`src/rtl/riscv_pkg.sv`:
```
// Shared core definitions: immediate format codes,
// the canonical NOP and the program loader state set.
package riscv_pkg;

    typedef enum logic [1:0] {
        IMM_I = 2'b00,
        IMM_S = 2'b01,
        IMM_B = 2'b10,
        IMM_U = 2'b11
    } imm_src_t;

    // addi x0, x0, 0
    localparam logic [31:0] NOP_WORD = 32'h0000_0013;

    // Bits that must all equal the sign for a 12-bit signed field
    localparam logic [31:0] HI_MASK_12 = 32'hFFFF_F800;

    // Bits that must all equal the sign for a 13-bit signed field
    localparam logic [31:0] HI_MASK_13 = 32'hFFFF_F000;

    typedef enum logic [1:0] {
        LD_IDLE = 2'b00,
        LD_RUN  = 2'b01,
        LD_FIN  = 2'b10
    } ld_state_t;

    // True when the masked upper bits are all zero or all one,
    // i.e. the value survives truncation plus sign extension.
    function automatic logic upper_uniform(
        input logic [31:0] v,
        input logic [31:0] mask
    );
        logic [31:0] hi;
        hi = v & mask;
        return (hi == mask) || (hi == 32'h0);
    endfunction

endpackage

```
`src/rtl/imm_scatter.sv`:
```
// Immediate encoder: places a 32-bit immediate into the
// instruction-format bit positions and flags values that do not fit.
module imm_scatter
    import riscv_pkg::*;
(
    input  logic [31:0] in_base,
    input  logic [31:0] in_imm,
    input  imm_src_t    in_imm_src,
    output logic [31:0] word,
    output logic        ok
);

    // Overlay immediate fields onto the base instruction and range-check
    always_comb begin
        word = in_base;
        ok   = 1'b0;
        unique case (in_imm_src)
            IMM_I: begin
                word[31:20] = in_imm[11:0];
                ok = upper_uniform(in_imm, HI_MASK_12);
            end
            IMM_S: begin
                word[31:25] = in_imm[11:5];
                word[11:7]  = in_imm[4:0];
                ok = upper_uniform(in_imm, HI_MASK_12);
            end
            IMM_B: begin
                word[31]    = in_imm[12];
                word[30:25] = in_imm[10:5];
                word[11:8]  = in_imm[4:1];
                word[7]     = in_imm[11];
                ok = upper_uniform(in_imm, HI_MASK_13)
                   & ~in_imm[0];
            end
            IMM_U: begin
                word[31:12] = in_imm[31:12];
                ok = ~|in_imm[11:0];
            end
            default: begin
                word = in_base;
                ok   = 1'b0;
            end
        endcase
    end

endmodule

```
`src/rtl/imm_encoder_loader.sv`:
```
// Program loader: encodes instruction immediates and streams
// the words into instruction memory at consecutive addresses.
module imm_encoder_loader #(
    parameter int          ADDR_WIDTH = 32,
    parameter int          LEN_WIDTH  = 16,
    parameter logic [31:0] NOP_WORD   = riscv_pkg::NOP_WORD
) (
    input  logic                  clk,
    input  logic                  rst,
    input  logic                  start,
    input  logic [ADDR_WIDTH-1:0] base_addr,
    input  logic [LEN_WIDTH-1:0]  len,
    output logic                  busy,
    output logic                  done,
    input  logic                  in_valid,
    output logic                  in_ready,
    input  logic [31:0]           in_base,
    input  logic [31:0]           in_imm,
    input  logic [1:0]            in_imm_src,
    output logic                  wr_en,
    output logic [ADDR_WIDTH-1:0] wr_addr,
    output logic [31:0]           wr_data,
    output logic                  err,
    output logic [LEN_WIDTH-1:0]  err_count
);
    import riscv_pkg::*;

    localparam logic [ADDR_WIDTH-1:0] ALIGN = ~ADDR_WIDTH'(3);
    localparam logic [ADDR_WIDTH-1:0] STEP  = ADDR_WIDTH'(4);
    localparam logic [LEN_WIDTH-1:0]  ONE   = LEN_WIDTH'(1);
    localparam logic [LEN_WIDTH-1:0]  SAT   = '1;

    ld_state_t             state;
    logic [LEN_WIDTH-1:0]  remaining;
    logic [ADDR_WIDTH-1:0] addr;
    logic [31:0]           enc_word;
    logic                  enc_ok;
    logic                  load;
    logic                  accept;

    assign load   = (state == LD_IDLE) & start;
    assign accept = in_valid & in_ready;

    imm_scatter u_scatter (
        .in_base    (in_base),
        .in_imm     (in_imm),
        .in_imm_src (imm_src_t'(in_imm_src)),
        .word       (enc_word),
        .ok         (enc_ok)
    );

    // Burst sequencing with registered handshake/status outputs
    always_ff @(posedge clk) begin
        if (rst) begin
            state     <= LD_IDLE;
            remaining <= '0;
            busy      <= 1'b0;
            done      <= 1'b0;
            in_ready  <= 1'b0;
        end else begin
            done <= 1'b0;
            unique case (state)
                LD_IDLE: begin
                    if (start) begin
                        remaining <= len;
                        busy      <= 1'b1;
                        if (len != '0) begin
                            state    <= LD_RUN;
                            in_ready <= 1'b1;
                        end else begin
                            state <= LD_FIN;
                            done  <= 1'b1;
                        end
                    end
                end
                LD_RUN: begin
                    if (accept) begin
                        remaining <= remaining - ONE;
                        if (remaining == ONE) begin
                            state    <= LD_FIN;
                            in_ready <= 1'b0;
                            done     <= 1'b1;
                        end
                    end
                end
                LD_FIN: begin
                    state <= LD_IDLE;
                    busy  <= 1'b0;
                end
                default: begin
                    state    <= LD_IDLE;
                    busy     <= 1'b0;
                    in_ready <= 1'b0;
                end
            endcase
        end
    end

    // Write port register, address walk and error bookkeeping
    always_ff @(posedge clk) begin
        if (rst) begin
            addr      <= '0;
            wr_en     <= 1'b0;
            wr_addr   <= '0;
            wr_data   <= '0;
            err       <= 1'b0;
            err_count <= '0;
        end else begin
            wr_en <= 1'b0;
            if (load) begin
                addr      <= base_addr & ALIGN;
                err       <= 1'b0;
                err_count <= '0;
            end else if (accept) begin
                wr_en   <= 1'b1;
                wr_addr <= addr;
                addr    <= addr + STEP;
                wr_data <= enc_ok ? enc_word : NOP_WORD;
                if (!enc_ok) begin
                    err <= 1'b1;
                    if (err_count != SAT) begin
                        err_count <= err_count + ONE;
                    end
                end
            end
        end
    end

endmodule

```
`config.mk`:
```
export PLATFORM = sky130hd
export DESIGN_NAME = imm_encoder_loader
export DESIGN_NICKNAME = d
export VERILOG_FILES = /design/src/rtl/riscv_pkg.sv /design/src/rtl/imm_scatter.sv /design/src/rtl/imm_encoder_loader.sv
export SDC_FILE = /design/constraint.sdc
export NUM_CORES = 1
export LEC_CHECK = 0
export ABC_AREA = 0
export BUFFER_PORTS_ARGS = -buffer_cell sky130_fd_sc_hd__buf_2
export CELL_PAD_IN_SITES_DETAIL_PLACEMENT = 0
export CELL_PAD_IN_SITES_GLOBAL_PLACEMENT = 1
export CORE_UTILIZATION = 39
export CTS_CLUSTER_SIZE = 20
export DETAILED_ROUTE_END_ITERATION = 7
export PLACE_DENSITY_LB_ADDON = 0.1
export REMOVE_ABC_BUFFERS = 1
export SYNTH_ARGS = -nofsm -noshare
export SYNTH_HDL_FRONTEND = slang
export SYNTH_SLANG_ARGS = --single-unit
```
`constraint.sdc`:
```
create_clock -name clk -period 4.94 [get_ports clk]
set_clock_uncertainty 0.05 [all_clocks]
set_input_delay 0 -clock clk [delete_from_list [all_inputs] [get_ports clk]]
set_output_delay 0 -clock clk [all_outputs]
set_load 0.05 [all_outputs]
```
# Yosys cells after proc, flatten, opt, wreduce, memory -nomap -nowiden
# Cells that the tools add are included.
totals:
  reg_bits: 135
  word_cells: 85
op_classes:
  addsub: 3
  bitwise: 8
  reduce_logical: 20
  mux: 29
  eq_ne: 13
op_table:
  columns: ["cell", "count"]
  rows:
  - ["$mux 32", 3]
  - ["$logic_not 32->1", 2]
  - ["$add 32x3->32 const B", 1]
  - ["$mux 16", 2]
  - ["$pmux 16 s2", 1]
  - ["$eq 21x21->1 const B", 1]
  - ["$pmux 7 s3", 1]
  - ["$eq 20x20->1 const B", 1]
  - ["$pmux 5 s2", 2]
  - ["$add 16x1->16 const B", 1]
  - ["$eq 16x1->1 const B", 1]
  - ["$ne 16x16->1 const B", 1]
  - ["$reduce_bool 16->1", 1]
  - ["$sub 16x1->16 const B", 1]
  - ["$reduce_or 12->1", 1]
  - ["$mux 1", 10]
  - ["$reduce_and 3->1", 3]
  - ["$mux 2", 4]
  - ["$mux 8", 1]
  - ["$eq 2x2->1 const B", 3]
  - ["$ne 2x2->1 const B", 3]
  - ["$pmux 1 s3", 2]
  - ["$reduce_and 2->1", 3]
  - ["$not 1->1", 5]
  - ["11 further kinds", 19]

# Longest topological paths before layout
# Gate-level depths: netlist of run 1.
logic_depth:
  depth_word: 6
  ltp_mapped: 10

# Modules after synthesis
# From an unflattened synthesis of run 1, not the netlist that was laid out.
unflattened:
  cells_unflattened: 766
  hier_area_um2: 6321.1
by_module_without_submodules:
  columns: ["module", "cells_each", "n_inst", "seq_area_each_um2", "area_each_um2"]
  rows:
  - ["imm_encoder_loader", 678, 1, 2622.5, 5711.7]
  - ["imm_scatter", 88, 1, 0.0, 609.3]

# Worst setup path after synthesis of run 1
# No wires, ideal clock.
synth_timing:
  kind: "flip-flop to flip-flop"
  start: "register err_count[7]"
  end: "register err_count[15]"
  period_less_slack_ns: 2.343
  path_buffers: 0
  arrival_ns: 2.223
  stages_incl_launch_ff: 7
  path_slack_ns: 2.597
  cell_sequence: "dfxtp_1 -> and4_1 -> nand4_1 -> a2111oi_0 -> nand4_1 -> or3_1 -> a21oi_1"
synth_between:
  elab_chain_cells: 2
  word_cells_on_any_way: 3
  cone_classes: "add/sub (1); eq/ne (1); reduce/logical (1)"
synth_lines:
  columns: ["element", "line_no", "text"]
  rows:
  - ["start: declaration", "imm_encoder_loader.sv:24", "output logic [LEN_WIDTH-1:0] err_count"]
  - ["start signal: assignment", "imm_encoder_loader.sv:122", "err_count <= err_count + ONE;"]
  - ["parallel branches: the longest is 2 deep, another holds $add 16x1->16", null, null]
# Parallel ways; which one is timed is not known.
# A chain may end at the register's enable or synchronous reset.

# Final worst setup path of run 1
layout_timing:
  start: "register state[1]"
  end: "register wr_data[9]"
layout_between:
  elab_chain_cells: 4
layout_lines:
  columns: ["element", "line_no", "text"]
  rows:
  - ["start: declaration", "imm_encoder_loader.sv:33", "ld_state_t state;"]
  - ["start signal: assignment", "imm_encoder_loader.sv:55", "state <= LD_IDLE;"]
  - ["start signal: assignment", "imm_encoder_loader.sv:68", "state <= LD_RUN;"]
  - ["start signal: assignment", "imm_encoder_loader.sv:71", "state <= LD_FIN;"]
  - ["$logic_not 2->1", "imm_encoder_loader.sv:41", "assign load = (state == LD_IDLE) & start;"]
  - ["$and 1x1->1", "imm_encoder_loader.sv:41", null]
  - ["$not 1->1 (no line)", null, null]
  - ["$reduce_and 2->1 (no line)", null, null]
  - ["end signal: assignment", "imm_encoder_loader.sv:118", "wr_data <= enc_ok ? enc_word : NOP_WORD;"]
  - ["end: declaration", "imm_encoder_loader.sv:22", "output logic [31:0] wr_data,"]
# No other way between the ends.

==> summary.md, run 1 <==
| Metric | Value |
|---|---|
| Clk root buf | clkbuf_16 |
| Initial antenna violation count | 0 |
| Synth area leaders | dfxtp_1, nand2_1, a21oi_1 |
| Pwr Density | 325.3 nW/µm² |
| Startpoint class of the critical path | flop |
| Worst-margin pin slew | 1.221 ns |
| CTS H-tree lvls | 4 |
| Std cell rows | 46 |
| Post-synth ARST share | 0% |
| Power share of the clock group | 46.9% |
| Achievable frequency | 0.3655 GHz |
| Max Cap Violations | 0 |
| Switching Share | 25.45% |
| Unrepaired setup endpoints after global routing | false |
| Die height | 128.9 µm |
| Post-synthesis area per instance | 7.896 µm² |
| Max incr delay on CP | 0.95 ns |
| Met3 GRT Util | 5.447% |
| Number of flops mapped to enable cells by yosys | 0 |
| Met2 Use GR | 40.92% |
| Tot Pwr | 2951 µW |
| Total Wirelength | 19960 µm |
| Via Count | 6954 |
| I/O pins | 203 |
| Crit path buffers/inverters | 1 |
| Cell area after layout | 9072 µm² |
| Synth cell types | 52 |
| Outcome | completed |
| Slew Limit Fails | 0 |
| Via/cell ratio | 5.357 |
| Post-synth top area cell | dfxtp_1 |
| Gate Count Post-Synth | 795 |
| Hold/Removal Path Class | input pin to flop |
| CP max-delay cell | nor2_2 |
| Crit path cell chain | nor3b_1 -> nor2_2 -> buf_4 -> nor2_2 -> nand2_1 -> o21ai_0 |
| HPWL Detailed | 13360 µm |
| First DRT Iteration DRCs | 336 |
| Post-synthesis sequential area ratio | 41.78% |
| Gp weighted congestion | 0.8165 |
| Vias in the first global route | 6515 |
| Global-route wire length before repair | 31260 µm |
| GRT Overall Usage | 23.78% |
| P_int | 2200 µW |
| Starting Density | 39.80% |
| CTS tree | done |
| Final Hold Viols | 0 |
| DRC Markers | 0 |
| WS Path Type | flop to flop |
| Overflow after GRT | 0 |
| Layout Nets | 1195 |
| Ys flop type | dfxtp_1 |
| Worst VDD drop | 0.2573 mV |
| Min Tclk post-route | 2.736 ns |
| CTS Sinks | 131 |
| R2r setup slk | 2.20 ns |
| Most frequent CP cell | nor2_2 |
| Crit Path Max Fanout | 34 |
| Core area | 15770 µm² |
| Share of cells above drive strength 1 | 22.46% |
| I/O Buffers | 191 |
| Detailed-route wire length per cell | 15.38 µm |
| Seq cells post-synth | 131 |
| Clk buf depth | 2 |
| Antenna Cells | 0 |
| P&R area growth vs syn | 44.53% |
| Switch Pwr | 751.2 µW |
| Leakage | 0.003688 µW |
| Worst slew margin | 18.55% |
| Drt first pass iters | 5 |
| Worst EP arrival | 3.03 ns |
| Final period util | 55.38% |
| Dpl cell area | 7373 µm² |
| Warnings, synthesis | 0 |
| Post-Route Setup TNS | 0 ns |
| Global routing's busiest layer | met2 |
| Die area | 16610 µm² |
| Die width | 128.9 µm |
| Post-synth top area share | 41.78% |
| Clock transition at the registers of the reported paths | 0.06 ns |
| Post-Syn Area | 6277 µm² |
| Final Setup Violations | 0 |
| Met1 Usage GRT | 28.45% |
| CTS Buf Count | 17 |
| Largest net degree at the start of global routing | 74 |
| Clk_lat worst skew | 0.42 ns |
| Largest delay share family, worst path | simple AND/OR/NAND/NOR gates |
| Combinational Power Share | 14.3% |
| Crit end category | flop |
| Reg power frac | 38.8% |
| Detail Route Antenna Nets | 0 |
| CP required | 5.23 ns |
[synth_stat cells, types with 2 or more instances]
| master | number |
|---|---|
| a211oi_1 | 29 |
| a21oi_1 | 68 |
| a22o_1 | 7 |
| a22oi_1 | 18 |
| a311oi_1 | 4 |
| a31oi_1 | 6 |
| and2_1 | 3 |
| and3_1 | 7 |
| and4_1 | 11 |
| buf_1 | 3 |
| buf_2 | 3 |
| buf_4 | 2 |
| clkbuf_1 | 42 |
| dfxtp_1 | 131 |
| ha_1 | 8 |
| inv_1 | 9 |
| mux2i_1 | 8 |
| nand2_1 | 130 |
| nand2b_1 | 3 |
| nand3_1 | 25 |
| nand4_1 | 23 |
| nor2_1 | 76 |
| nor2b_1 | 7 |
| nor3_1 | 17 |
| nor3b_1 | 3 |
| nor4_1 | 14 |
| nor4_2 | 2 |
| o211ai_1 | 6 |
| o21a_1 | 3 |
| o21ai_0 | 51 |
| o21ai_1 | 2 |
| o22ai_1 | 2 |
| o31ai_1 | 8 |
| or2_2 | 3 |
| or3_1 | 10 |
| or4_1 | 13 |
| xnor2_1 | 9 |
| xor2_1 | 15 |
[worst min-delay path: cells and delay by family]
kind	cells	cell delay, ns
and+or+nand+nor	2	0.13
AOI/OAI and AO/OA	2	0.22
buffers and inverters	1	0.11
[final cells by class]
cell class              instances  area, µm²
clock inverters                 8      146.4
repair buffers                304       2067
inverters                       9      33.78
clock buffers                  24      501.7
fillers                      1512       6698
well taps                     216      270.3
flip-flops and latches        131       2623
multi-input cells             606       3431
[power by group through the flow]
stage               clock network [µW]  registers, µW  logic, µW
floorplan                            0           1180        187
global placement                     0           1160        336
detailed placement                   0           1170        344
CTS                               1400           1140        419
global route                      1440           1150        459
finish                            1380           1150        421
[stage by stage]
stage | util [%] | cells | worst slack [ns] | hold slack (ns)
after floorplan | - | 746 | 1.568 | 0.01886
after global placement | 46.76 | 1161 | 2.266 | 0.1633
after detailed placement | 46.76 | 1161 | 2.190 | 0.1628
after CTS | 57.53 | 1298 | 2.158 | 0.0002883
after global routing | 57.53 | 1298 | 1.881 | 0.07036
final | 57.53 | 1298 | 2.204 | 0.01571
[metal layers]
layer  part of all wire, %  vias up
met1                    44     3297
met3                   5.6       38
met2                    48      191
li1                      -     3428
met5                     0        -
met4                   2.2        0
[flip-flops by register name, indices dropped and copies added (netlist names)]
name and cells:
busy 1, err_count 16, done 1, wr_addr 30, in_ready 1, remaining 16, wr_data 32, state 2
err 1, addr 30, wr_en 1
[cell usage in the layout, fill, tap and decap left out, drive strengths merged, types with 7 or more instances in the layout]
master / count
inv: 9
a22oi: 18
dfxtp: 131
o31ai: 8
dlygate4sd3: 105
xnor2: 9
a21oi: 68
nand3: 25
and4: 11
mux2i: 8
buf: 199
nor2: 76
nor2b: 7
o21ai: 53
and3: 7
ha: 8
nor3: 18
xor2: 15
or3: 10
clkbuf: 24
a211oi: 29
nor4: 16
nand2: 130
a22o: 7
nand4: 23
or4: 14
[worst paths after layout]
path / startpoint / endpoint / cells past startpoint
setup reg to reg: state[1]$_SDFFE_PP0P_ / wr_data[9]$_SDFFE_PP0P_ / 6
hold / removal: len[14] / remaining[14]$_SDFFE_PP0P_ / 5
hold reg to reg: wr_data[31]$_SDFFE_PP0P_ / wr_data[31]$_SDFFE_PP0P_ / 2
setup / recovery: state[1]$_SDFFE_PP0P_ / wr_data[9]$_SDFFE_PP0P_ / 6
[cell families (layout without fill, tap and decap cells)]
group	count (synthesis)	count (layout)	share of synthesized area [%]
buf+inv	59	345	3.707
simple gates	353	353	27.39
flops	131	131	41.78
compound gates	211	211	20.85
other cells	1	2	0.05974
mux	8	8	1.276
xor+xnor	24	24	3.349
fa+ha+maj	8	8	1.595
[timing repair]
item	4_1_cts	5_1_grt
buffers inserted	0	0
resized for setup	0	0
endpoints found under the hold margin	82	0
hold buffers	105	0
Power figures use the tool's default switching activity.
==> inputs of run 2 (changes only) <==
--- a/config.mk
+++ b/config.mk
@@ -9,7 +9,7 @@
 export BUFFER_PORTS_ARGS = -buffer_cell sky130_fd_sc_hd__buf_2
 export CELL_PAD_IN_SITES_DETAIL_PLACEMENT = 0
 export CELL_PAD_IN_SITES_GLOBAL_PLACEMENT = 1
-export CORE_UTILIZATION = 39
+export CORE_UTILIZATION = 36
 export CTS_CLUSTER_SIZE = 20
 export DETAILED_ROUTE_END_ITERATION = 7
 export PLACE_DENSITY_LB_ADDON = 0.1
==> constraint.sdc (replaced) <==
create_clock -name clk -period 2.7 [get_ports clk]
set_clock_uncertainty 0.05 [all_clocks]
set_input_delay 0 -clock clk [delete_from_list [all_inputs] [get_ports clk]]
set_output_delay 0 -clock clk [all_outputs]
set_load 0.05 [all_outputs]
==> run 2 against run 1 <==
Compared with the run above:
- power up 74%
- sequential power up 82%
- critical path depth up 2
- die area up 8.2%
- sequential share of layout area about the same
- design area about the same
- count of clock-buffer cells in the layout down 6
- combinational power up 84%
==> summary.md, run 2 (same netlist as run 1, synthesis figures left out) <==
| Metric | Value |
|---|---|
| Pwr Density | 565.7 nW/µm² (was 325.3 nW/µm²) |
| Die width | 134.1 µm (was 128.9 µm) |
| Outcome | completed (unchanged) |
| First DRT Iteration DRCs | 331 (was 336) |
| Crit Path Max Fanout | 6 (was 34) |
| Hold WS | 0.009351 ns (was 0.01571 ns) |
| Achievable frequency | 0.4092 GHz (was 0.3655 GHz) |
| Final core occ | 53.97% (was 57.53%) |
| Final period util | 90.51% (was 55.38%) |
| Layout Nets | 1204 (was 1195) |
| Worst VDD drop | 0.4679 mV (was 0.2573 mV) |
| Std cell rows | 47 (was 46) |
| Largest net degree at the start of global routing | 56 (was 74) |
| Startpoint class of the critical path | flop (unchanged) |
| Slew Limit Fails | 0 (unchanged) |
| Min-delay src | in_imm[0] (was len[14]) |
| Overflow after GRT | 0 (unchanged) |
| Die height | 134.1 µm (was 128.9 µm) |
| Die area | 17970 µm² (was 16610 µm²) |
| Max Cap Violations | 0 (unchanged) |
| Min Tclk post-route | 2.444 ns (was 2.736 ns) |
| Post-CTS Setup Bufs | 0 (unchanged) |
| R2r setup slk | 0.26 ns (was 2.20 ns) |
| GRT Overall Usage | 22.48% (was 23.78%) |
| HPWL Detailed | 13660 µm (was 13360 µm) |
| Tot Pwr | 5135 µW (was 2951 µW) |
| Most common cell after layout, fill and taps aside | buf_2 (unchanged) |
| Final Hold Viols | 0 (unchanged) |
| Reg2reg end | remaining[14]$_SDFFE_PP0P_ (was wr_data[9]$_SDFFE_PP0P_) |
| Worst-margin pin slew | 1.230 ns (was 1.221 ns) |
| Worst slew margin | 17.93% (was 18.55%) |
| CTS H-tree lvls | 4 (unchanged) |
| Biggest registers after layout | wr_data x32, addr x30, wr_addr x30 (unchanged) |
| Detail Route Antenna Nets | 0 (unchanged) |
| Clk buf depth | 2 (unchanged) |
| Via Count | 6828 (was 6954) |
| Reg-to-Reg Start | remaining[1]$_SDFFE_PP0P_ (was state[1]$_SDFFE_PP0P_) |
| I/O Buffers | 191 (unchanged) |
| I/O pins | 203 (unchanged) |
| Clock transition at the registers of the reported paths | 0.06 ns (about the same) |
| Fillers | 1667 (was 1512) |
| Crit end category | flop (unchanged) |
| Global-route wire length before repair | 32450 µm (was 31260 µm) |
| WS Path Type | flop to flop (unchanged) |
| Depth of the most critical reg-to-reg path | 8 (was 6) |
| Clk_lat worst skew | 0.42 ns (about the same) |
| Cell depth of the worst hold path | 5 (unchanged) |
| Detailed-route wire length per cell | 14.95 µm (was 15.38 µm) |
| Hold/Removal Path Class | input pin to flop (unchanged) |
| Via/cell ratio | 5.204 (was 5.357) |
| Largest Register | wr_data (unchanged) |
| Worst EP arrival | 2.69 ns (was 3.03 ns) |
| Total Wirelength | 19610 µm (was 19960 µm) |
| CP required | 2.94 ns (was 5.23 ns) |
| Share of cells above drive strength 1 | 23.28% (was 22.46%) |
| CTS Buf Count | 17 (unchanged) |
| Hold endpoint | wr_data[7]$_SDFFE_PP0P_ (was remaining[14]$_SDFFE_PP0P_) |
| Core area | 16820 µm² (was 15770 µm²) |
| Starting Density | 37.32% (was 39.80%) |
| Most frequent cells in the layout | buf_2, dfxtp_1, nand2_1 (unchanged) |
| Max reg flops | 32 (unchanged) |
| DRC Markers | 0 (unchanged) |
| CTS Sinks | 131 (unchanged) |
| Final Setup Violations | 0 (unchanged) |
| CTS tree | done (unchanged) |
| Gp weighted congestion | 0.8178 (was 0.8165) |
| Initial antenna violation count | 1 (was 0) |
| Drt first pass iters | 4 (was 5) |
| Unrepaired setup endpoints after global routing | false (unchanged) |
| Leakage | 0.003700 µW (was 0.003688 µW) |
| Clk root buf | clkbuf_16 (unchanged) |
| Vias in the first global route | 6722 (was 6515) |
| P&R area growth vs syn | 44.61% (was 44.53%) |
-- run 2: cell type report --
cell class                      instances  area, µm²  area share, %
Sequential cell                       131       2623          28.89
Timing Repair Buffer                  313       2135          23.51
Clock inverter                         14      138.9          1.530
Inverter                                9      33.78         0.3722
Clock buffer                           18      439.2          4.838
Multi-Input combinational cell        606       3431          37.79
Antenna cell                            1      2.502        0.02757
Tap cell                              220      275.3          3.032
-- run 2: layer usage --
metal	global-route usage, %	part of all wire, %
met1	28.29	46
met2	37.31	47
met3	6.311	5.4
met4	6.617	1.3
met5	0	0
-- run 2: how the worst max path moves through the flow --
stage / endpoint / depth (start not counted) / from / slack, ns
after floorplan: remaining[15]$_SDFFE_PP0P_ / 5 / state[0]$_SDFFE_PP0P_ / -0.67
after global placement: remaining[14]$_SDFFE_PP0P_ / 8 / remaining[0]$_SDFFE_PP0P_ / 0.36
after detailed placement: remaining[14]$_SDFFE_PP0P_ / 8 / remaining[0]$_SDFFE_PP0P_ / 0.28
after CTS: remaining[14]$_SDFFE_PP0P_ / 8 / remaining[0]$_SDFFE_PP0P_ / 0.25
after global routing: remaining[14]$_SDFFE_PP0P_ / 8 / remaining[1]$_SDFFE_PP0P_ / 0.06
final: remaining[14]$_SDFFE_PP0P_ / 8 / remaining[1]$_SDFFE_PP0P_ / 0.26
-- run 2: report_power, final --
group | internal [µW] | switching [µW] | leakage, µW
Combinational | 353 | 419 | 0.00235
Sequential | 2010 | 82.7 | 0.00107
Clock | 1370 | 893 | 0.000281
-- run 2: worst max-delay path, stage by stage, from the launching register on --
cell     delay (ns)
dfxtp_1        0.34
inv_1          0.09
ha_1           0.19
or3b_2         0.53
or3_1          0.40
nor4b_1        0.40
a31oi_1        0.14
o22ai_1        0.14
nor2_1         0.05
-- run 2: what timing repair did --
item                                   CTS  global route
hold buffers                           105             0
resized for setup                        0             0
endpoints found under the hold margin   81             0
-- run 2: per-stage QoR --
stage	std cells	cell area (µm²)	TNS (ns)	worst slack, ns
after CTS	1311	9075	0	0.2525
final	1312	9077	0	0.2562
after global routing	1312	9077	0	0.05729
after floorplan	746	6082	-24.07	-0.6720
after global placement	1174	7446	0	0.3558
after detailed placement	1174	7446	0	0.2750
